`src/rtl/decouple_arb_pkg.sv`:
```
// Shared types and helpers for the round-robin decoupled arbiter:
// the lock FSM state type, the round-robin pick function and index-width math.
package decouple_arb_pkg;

    localparam int MAX_NUM = 32;

    typedef enum logic {
        ARB_IDLE   = 1'b0,
        ARB_LOCKED = 1'b1
    } arb_state_t;

    typedef struct packed {
        logic        found;
        logic [31:0] idx;
    } rr_pick_t;

    function automatic int idx_width(input int num);
        return (num <= 2) ? 1 : $clog2(num);
    endfunction

    // First valid requester scanning ptr, ptr+1, ... and wrapping at num.
    function automatic rr_pick_t rr_pick(input logic [MAX_NUM-1:0] valid,
                                         input int ptr,
                                         input int num);
        rr_pick_t r;
        int       cand;
        r.found = 1'b0;
        r.idx   = '0;
        for (int o = 0; o < MAX_NUM; o++) begin
            if (o < num && !r.found) begin
                cand = ptr + o;
                if (cand >= num)
                    cand = cand - num;
                if (valid[cand[4:0]]) begin
                    r.found = 1'b1;
                    r.idx   = cand;
                end
            end
        end
        return r;
    endfunction

endpackage

```
`src/rtl/decouple_fifo.sv`:
```
// Decoupling FIFO with valid/ready on both sides; din_ready is a pure full flag
// so it never depends on dout_ready. INIT_VALID preloads one zero word on reset.
module decouple_fifo #(
    parameter int DIN        = 8,
    parameter int DEPTH      = 2,
    parameter int INIT_VALID = 0
) (
    input  logic           clk,
    input  logic           reset,
    input  logic           din_valid,
    output logic           din_ready,
    input  logic [DIN-1:0] din_data,
    output logic           dout_valid,
    input  logic           dout_ready,
    output logic [DIN-1:0] dout_data
);

    localparam int AW = (DEPTH <= 2) ? 1 : $clog2(DEPTH);

    logic [AW:0]    wr_ptr;
    logic [AW:0]    rd_ptr;
    logic [DIN-1:0] mem [DEPTH];
    logic           wr_en;
    logic           rd_en;
    logic           full;
    logic           empty;

    // Pointers carry one wrap bit so full and empty are distinguishable.
    assign empty      = (wr_ptr == rd_ptr);
    assign full       = (wr_ptr[AW] != rd_ptr[AW]) && (wr_ptr[AW-1:0] == rd_ptr[AW-1:0]);
    assign din_ready  = ~full;
    assign dout_valid = ~empty;
    assign dout_data  = mem[rd_ptr[AW-1:0]];
    assign wr_en      = din_valid & ~full;
    assign rd_en      = dout_ready & ~empty;

    always_ff @(posedge clk) begin
        if (reset) begin
            wr_ptr <= (INIT_VALID != 0) ? (AW+1)'(1) : '0;
            rd_ptr <= '0;
        end else begin
            if (wr_en)
                wr_ptr <= wr_ptr + 1'b1;
            if (rd_en)
                rd_ptr <= rd_ptr + 1'b1;
        end
    end

    always_ff @(posedge clk) begin
        if (reset) begin
            for (int i = 0; i < DEPTH; i++)
                mem[i] <= '0;
        end else if (wr_en) begin
            mem[wr_ptr[AW-1:0]] <= din_data;
        end
    end

endmodule

```
`src/rtl/decouple_rr_arbiter.sv`:
```
// Round-robin arbiter sharing one decoupled output FIFO between NUM valid/ready
// streams; words are tagged with their source index, optional eot-based locking.
module decouple_rr_arbiter
    import decouple_arb_pkg::*;
#(
    parameter int NUM   = 4,
    parameter int DIN   = 16,
    parameter int DEPTH = 2,
    parameter int LOCK  = 0
) (
    input  logic                             clk,
    input  logic                             rst,
    input  logic [NUM-1:0]                   din_valid,
    output logic [NUM-1:0]                   din_ready,
    input  logic [NUM*DIN-1:0]               din_data,
    output logic                             dout_valid,
    input  logic                             dout_ready,
    output logic [DIN+idx_width(NUM)-1:0]    dout_data
);

    localparam int IW = idx_width(NUM);

    arb_state_t           state;
    logic [IW-1:0]        ptr;
    logic [IW-1:0]        lock_idx;
    logic [IW-1:0]        sel;
    logic [IW-1:0]        next_ptr;
    logic [MAX_NUM-1:0]   valid_ext;
    rr_pick_t             pick;
    logic                 grant_valid;
    logic                 fifo_in_ready;
    logic                 full;
    logic                 push;
    logic                 release_grant;
    logic [DIN-1:0]       push_word;

    assign full = ~fifo_in_ready;

    // A locked stream keeps its ready even while it has no valid word.
    always_comb begin
        valid_ext            = '0;
        valid_ext[NUM-1:0]   = din_valid;
        pick                 = rr_pick(valid_ext, int'(ptr), NUM);
        if (state == ARB_LOCKED) begin
            sel         = lock_idx;
            grant_valid = 1'b1;
        end else begin
            sel         = IW'(pick.idx);
            grant_valid = pick.found;
        end
        din_ready = '0;
        if (rst && grant_valid && !full)
            din_ready[sel] = 1'b1;
    end

    assign push          = |(din_valid & din_ready);
    assign push_word     = din_data[int'(sel)*DIN +: DIN];
    assign release_grant = (LOCK == 0) || push_word[DIN-1];
    assign next_ptr      = (sel == IW'(NUM-1)) ? '0 : sel + 1'b1;

    always_ff @(posedge clk) begin
        if (!rst) begin
            ptr      <= '0;
            state    <= ARB_IDLE;
            lock_idx <= '0;
        end else if (push) begin
            if (release_grant) begin
                ptr   <= next_ptr;
                state <= ARB_IDLE;
            end else begin
                lock_idx <= sel;
                state    <= ARB_LOCKED;
            end
        end
    end

    decouple_fifo #(
        .DIN        (DIN + IW),
        .DEPTH      (DEPTH),
        .INIT_VALID (0)
    ) u_fifo (
        .clk        (clk),
        .reset      (~rst),
        .din_valid  (push),
        .din_ready  (fifo_in_ready),
        .din_data   ({sel, push_word}),
        .dout_valid (dout_valid),
        .dout_ready (dout_ready),
        .dout_data  (dout_data)
    );

endmodule
```
`config.mk`:
```
export PLATFORM = sky130hd
export DESIGN_NAME = decouple_rr_arbiter
export DESIGN_NICKNAME = d
export VERILOG_FILES = /design/src/rtl/decouple_arb_pkg.sv /design/src/rtl/decouple_fifo.sv /design/src/rtl/decouple_rr_arbiter.sv
export SDC_FILE = /design/constraint.sdc
export NUM_CORES = 1
export LEC_CHECK = 0
export BUFFER_PORTS_ARGS = -buffer_cell sky130_fd_sc_hd__buf_2
export CAP_MARGIN = 20
export CORE_MARGIN = 3
export CORE_UTILIZATION = 30
export DETAILED_ROUTE_END_ITERATION = 10
export GPL_TIMING_DRIVEN = 0
export PLACE_DENSITY = 0.49
export REMOVE_ABC_BUFFERS = 1
export SKIP_LAST_GASP = 1
export SLEW_MARGIN = 20
export SYNTH_ARGS = -nofsm -noshare
export SYNTH_HDL_FRONTEND = slang
export SYNTH_SLANG_ARGS = --single-unit
```
`constraint.sdc`:
```
create_clock -name clk -period 4.35 [get_ports clk]
set_input_delay 0.87 -clock clk [delete_from_list [all_inputs] [get_ports clk]]
set_output_delay 0.87 -clock clk [all_outputs]
set_load 0.02 [all_outputs]
```
==> summary.md <==
| Metric | Value |
|---|---|
| Gr ovfl total | 0 |
| Number of synthesized flops with an enable pin | 36 |
| Root Driver | clkbuf_16 |
| Relative slew slack | 0.396 |
| CP Launch Type | register |
| Drt total wl | 12400 um |
| Die area | 13900 um2 |
| Die span in y | 118 um |
| Mean Syn Cell Area | 10.0 um2 |
| Reg-to-Reg End | u_fifo.mem[0][9]$_SDFFCE_PN0P_ |
| Final ANT Viol Nets | 0 |
| # DRC | 0 |
| Post-Synth Adder-Cell Area | 0.0166 |
| Worst-path clk slew | 0.07 ns |
| Top cells by count, synth | o22ai_1 (39), edfxtp_1 (36), mux2_2 (34) |
| GP Congestion | 0.771 |
| Num CTS Buffers | 5 |
| Mapped Cells | around 380 |
| Largest family of logic cells by synthesized area | compound AO/OA/AOI/OAI gates |
| Dominant synthesized flop cell | edfxtp_1 |
| Vias post-DR | approximately 3600 |
| PwrDens | 699 nW/um2 |
| Worst hold slack | 0.502 ns |
| WP data arrival | ~3.3 ns |
| Die width | approximately 120 um |
| Post-synth top area cell | edfxtp_1 |
| Largest net degree at the start of global routing | 36 |
| Gr usage total | 0.174 |
| Std-Cell Rows | 40 |
| Top post-synthesis cells by area | edfxtp_1 (29%), mux2_2 (10%), o221ai_1 (7.5%), o22ai_1 (6.5%), mux2i_1 (5.6%) |
| Critical Path RT | 3.48 ns |
| Result of the run | finished clean |
| Port Buffers | 93 |
| Worst hold path depth | 2 |
| Hpwl dp | 8310 um |
| Clk_lat worst skew | ~0.29 ns |
| Final min period | 4.12 ns |
| Clk buf depth | 2 |
| Global-route wire length before repair | 19500 um |
| Num Clock Sinks | 43 |
| Final Util | 0.382 |
| XOR/XNOR share of the synthesized area | 0.0116 |
| Slew of the pin with the lowest slew margin | 0.905 ns |
| Simple-Gate Fraction of Synth Area | 0.0732 |
| Worst Clk Skew | 0.00835 ns |
| Worst-path fanout max | 35 |
| Initial antenna violation count | 1 |
| Final Non-Filler Cells | 622 |
| RSZ-0062 raised after global routing | no |
| HP Start | u_fifo.wr_ptr[1]$_SDFFE_PN0P_ |
| Place WS | -1.86 ns |
| WS Path Type | reg2out |
| Crit. End Element | output port |
| Compound-Gate Fraction of Synth Area | 0.348 |
| Post-Place Cells | roughly 600 |
| First-pass iteration count of the detailed router | 4 |
| Synth-to-layout area growth | 23.1% |
| Vias in the first global route | around 3600 |
| R2r worst-path depth | 15 |
| HP Class | reg2reg |
| Ys async rst share | 0 |
| Final setup margin | around 0.23 ns |
| Final Max Slew Viols | 0 |
| Max Cap Viol | 0 |
| Post-synthesis mux area share | 0.168 |
| Routed vias/inst | 5.79 |
| Mapped Area | 3760 um2 |
| Distinct cell type count after synthesis | 48 |
| Part of the cycle the worst path needs | 0.948 |
| Final hold vios | 0 |
| Seq/Total Area, Yosys | 0.325 |
| Top-area cell type share of the netlist area | 0.287 |
| Count leader, synth | o22ai_1 |
| ANT cells | 0 |
| H-tree Lvls | 2 |
| CORE AREA | 12100 um2 |
| F_max | 0.243 GHz |
| DR WL/cell | 20.0 um |
| Fill cells | around 1200 |
| Reg2Reg Launch Point | ptr[0]$_SDFFE_PN0N_ |
| Initial Util | 0.311 |
| Fraction of layout cells with a size suffix above 1 | 0.432 |
| CTS tree | yes |
| Syn. warnings | 0 |
| Pwr Total | 3.24 mW |
| Initial DRC Count | 270 |
| Final net count | 529 |
| VDD IR max | 268 uV |
| R2r setup slk | 0.25 ns |
| Leak pwr | 1.76 nW |
| IO Pins | 94 |
| Final Setup Violations | 0 |
| Hold Path End | u_fifo.wr_ptr[1]$_SDFFE_PN0P_ |
| Number of synthesized register bits | 43 |
## per-layer routing
metal,vias to the layer above,part of all wire,global-route usage
li1,1701,-,-
met1,1754,0.44,0.230
met4,2,0.013,0.0469
met5,-,0.00056,0
met3,16,0.063,0.0322
met2,129,0.48,0.291
## critical path, cell delays in order, from the launching register on
cell and delay (ns):
dfxtp_4 0.37, buf_12 0.17, inv_4 0.30, ha_2 0.40
mux4_2 0.30, a21boi_2 0.21, o31ai_4 0.33, nand2_4 0.08
o21ai_2 0.17, inv_1 0.11, ha_1 0.22, and2_1 0.14
buf_2 0.15
## power breakdown
| part | switching [mW] | internal, mW | total, mW |
|---|---|---|---|
| combinational | 1.27 | 0.870 | 2.14 |
| clock | 0.164 | 0.215 | 0.379 |
| sequential | 0.0714 | 0.643 | 0.714 |
| total | 1.51 | 1.73 | 3.24 |
## sequential cells by signal, indices dropped and copies added (netlist names), named ones only
name and cells:
ptr 2, u_fifo.mem 36, u_fifo.rd_ptr 2, u_fifo.wr_ptr 2
## how the worst max path moves through the flow
stage,start,to,slack [ns],cells past startpoint
6_report,ptr[0]$_SDFFE_PN0N_,din_ready[3],0.23,12
5_1_grt,ptr[0]$_SDFFE_PN0N_,u_fifo.mem[0][6]$_SDFFCE_PN0P_,0.04,15
4_1_cts,ptr[0]$_SDFFE_PN0N_,din_ready[3],0.09,13
3_5_place_dp,ptr[0]$_SDFFE_PN0N_,u_fifo.mem[1][0]$_SDFFCE_PN0P_,-1.86,15
3_3_place_gp,ptr[0]$_SDFFE_PN0N_,u_fifo.wr_ptr[1]$_SDFFE_PN0P_,-6.05,15
2_1_floorplan,ptr[0]$_SDFFE_PN0N_,u_fifo.mem[1][0]$_SDFFCE_PN0P_,-2.81,14
## through the flow
stage               instance area [um2]  setup TNS, ns
global placement                   4250        -408.26
CTS                                4600              0
global route                       4630              0
detailed placement                 4330        -127.19
finish                             4630              0
floorplan                          3570        -188.43
## what timing repair did
action | in CTS | in global routing
setup buffers | 6 | 3
cloned | 1 | 0
gates resized for setup | 10 | 1
pin swaps | 3 | 1
hold buffers | 0 | 0
endpoints found under the setup margin | 80 | 42
## layout by cell type (no fill, tap or decap), types with 5 or more instances in the layout
cell	synthesis	layout
o21ai_0	22	20
clkbuf_16	0	5
o221a_2	16	16
a22o_1	16	16
nand2_1	9	7
o22ai_2	9	9
nor2_1	20	20
buf_4	3	9
o22ai_1	39	39
edfxtp_1	36	36
buf_2	9	93
and2_1	6	6
mux2i_1	21	21
dfxtp_1	7	6
nor3_1	5	5
inv_1	7	7
mux2_2	34	34
a21oi_1	18	18
o221ai_1	32	32
## layout make-up
class / instances / area [um2] / share of cell area
repair buffers: 107 / 631 / 0.136
well taps: 168 / 210 / 0.0454
clock buffers: 5 / 125 / 0.0270
inverters: 8 / 32.5 / 0.00703
multi-input cells: 288 / 2380 / 0.515
flip-flops and latches: 43 / 1220 / 0.265
clock inverters: 3 / 23.8 / 0.00513
## cells by family after synthesis
logic type,Yosys count
mux,57
simple gates,54
buf+inv,45
fa+ha+maj,5
flops,43
xor+xnor,5
compound gates,167
Note: power is estimated with default switching activity, not from simulation.
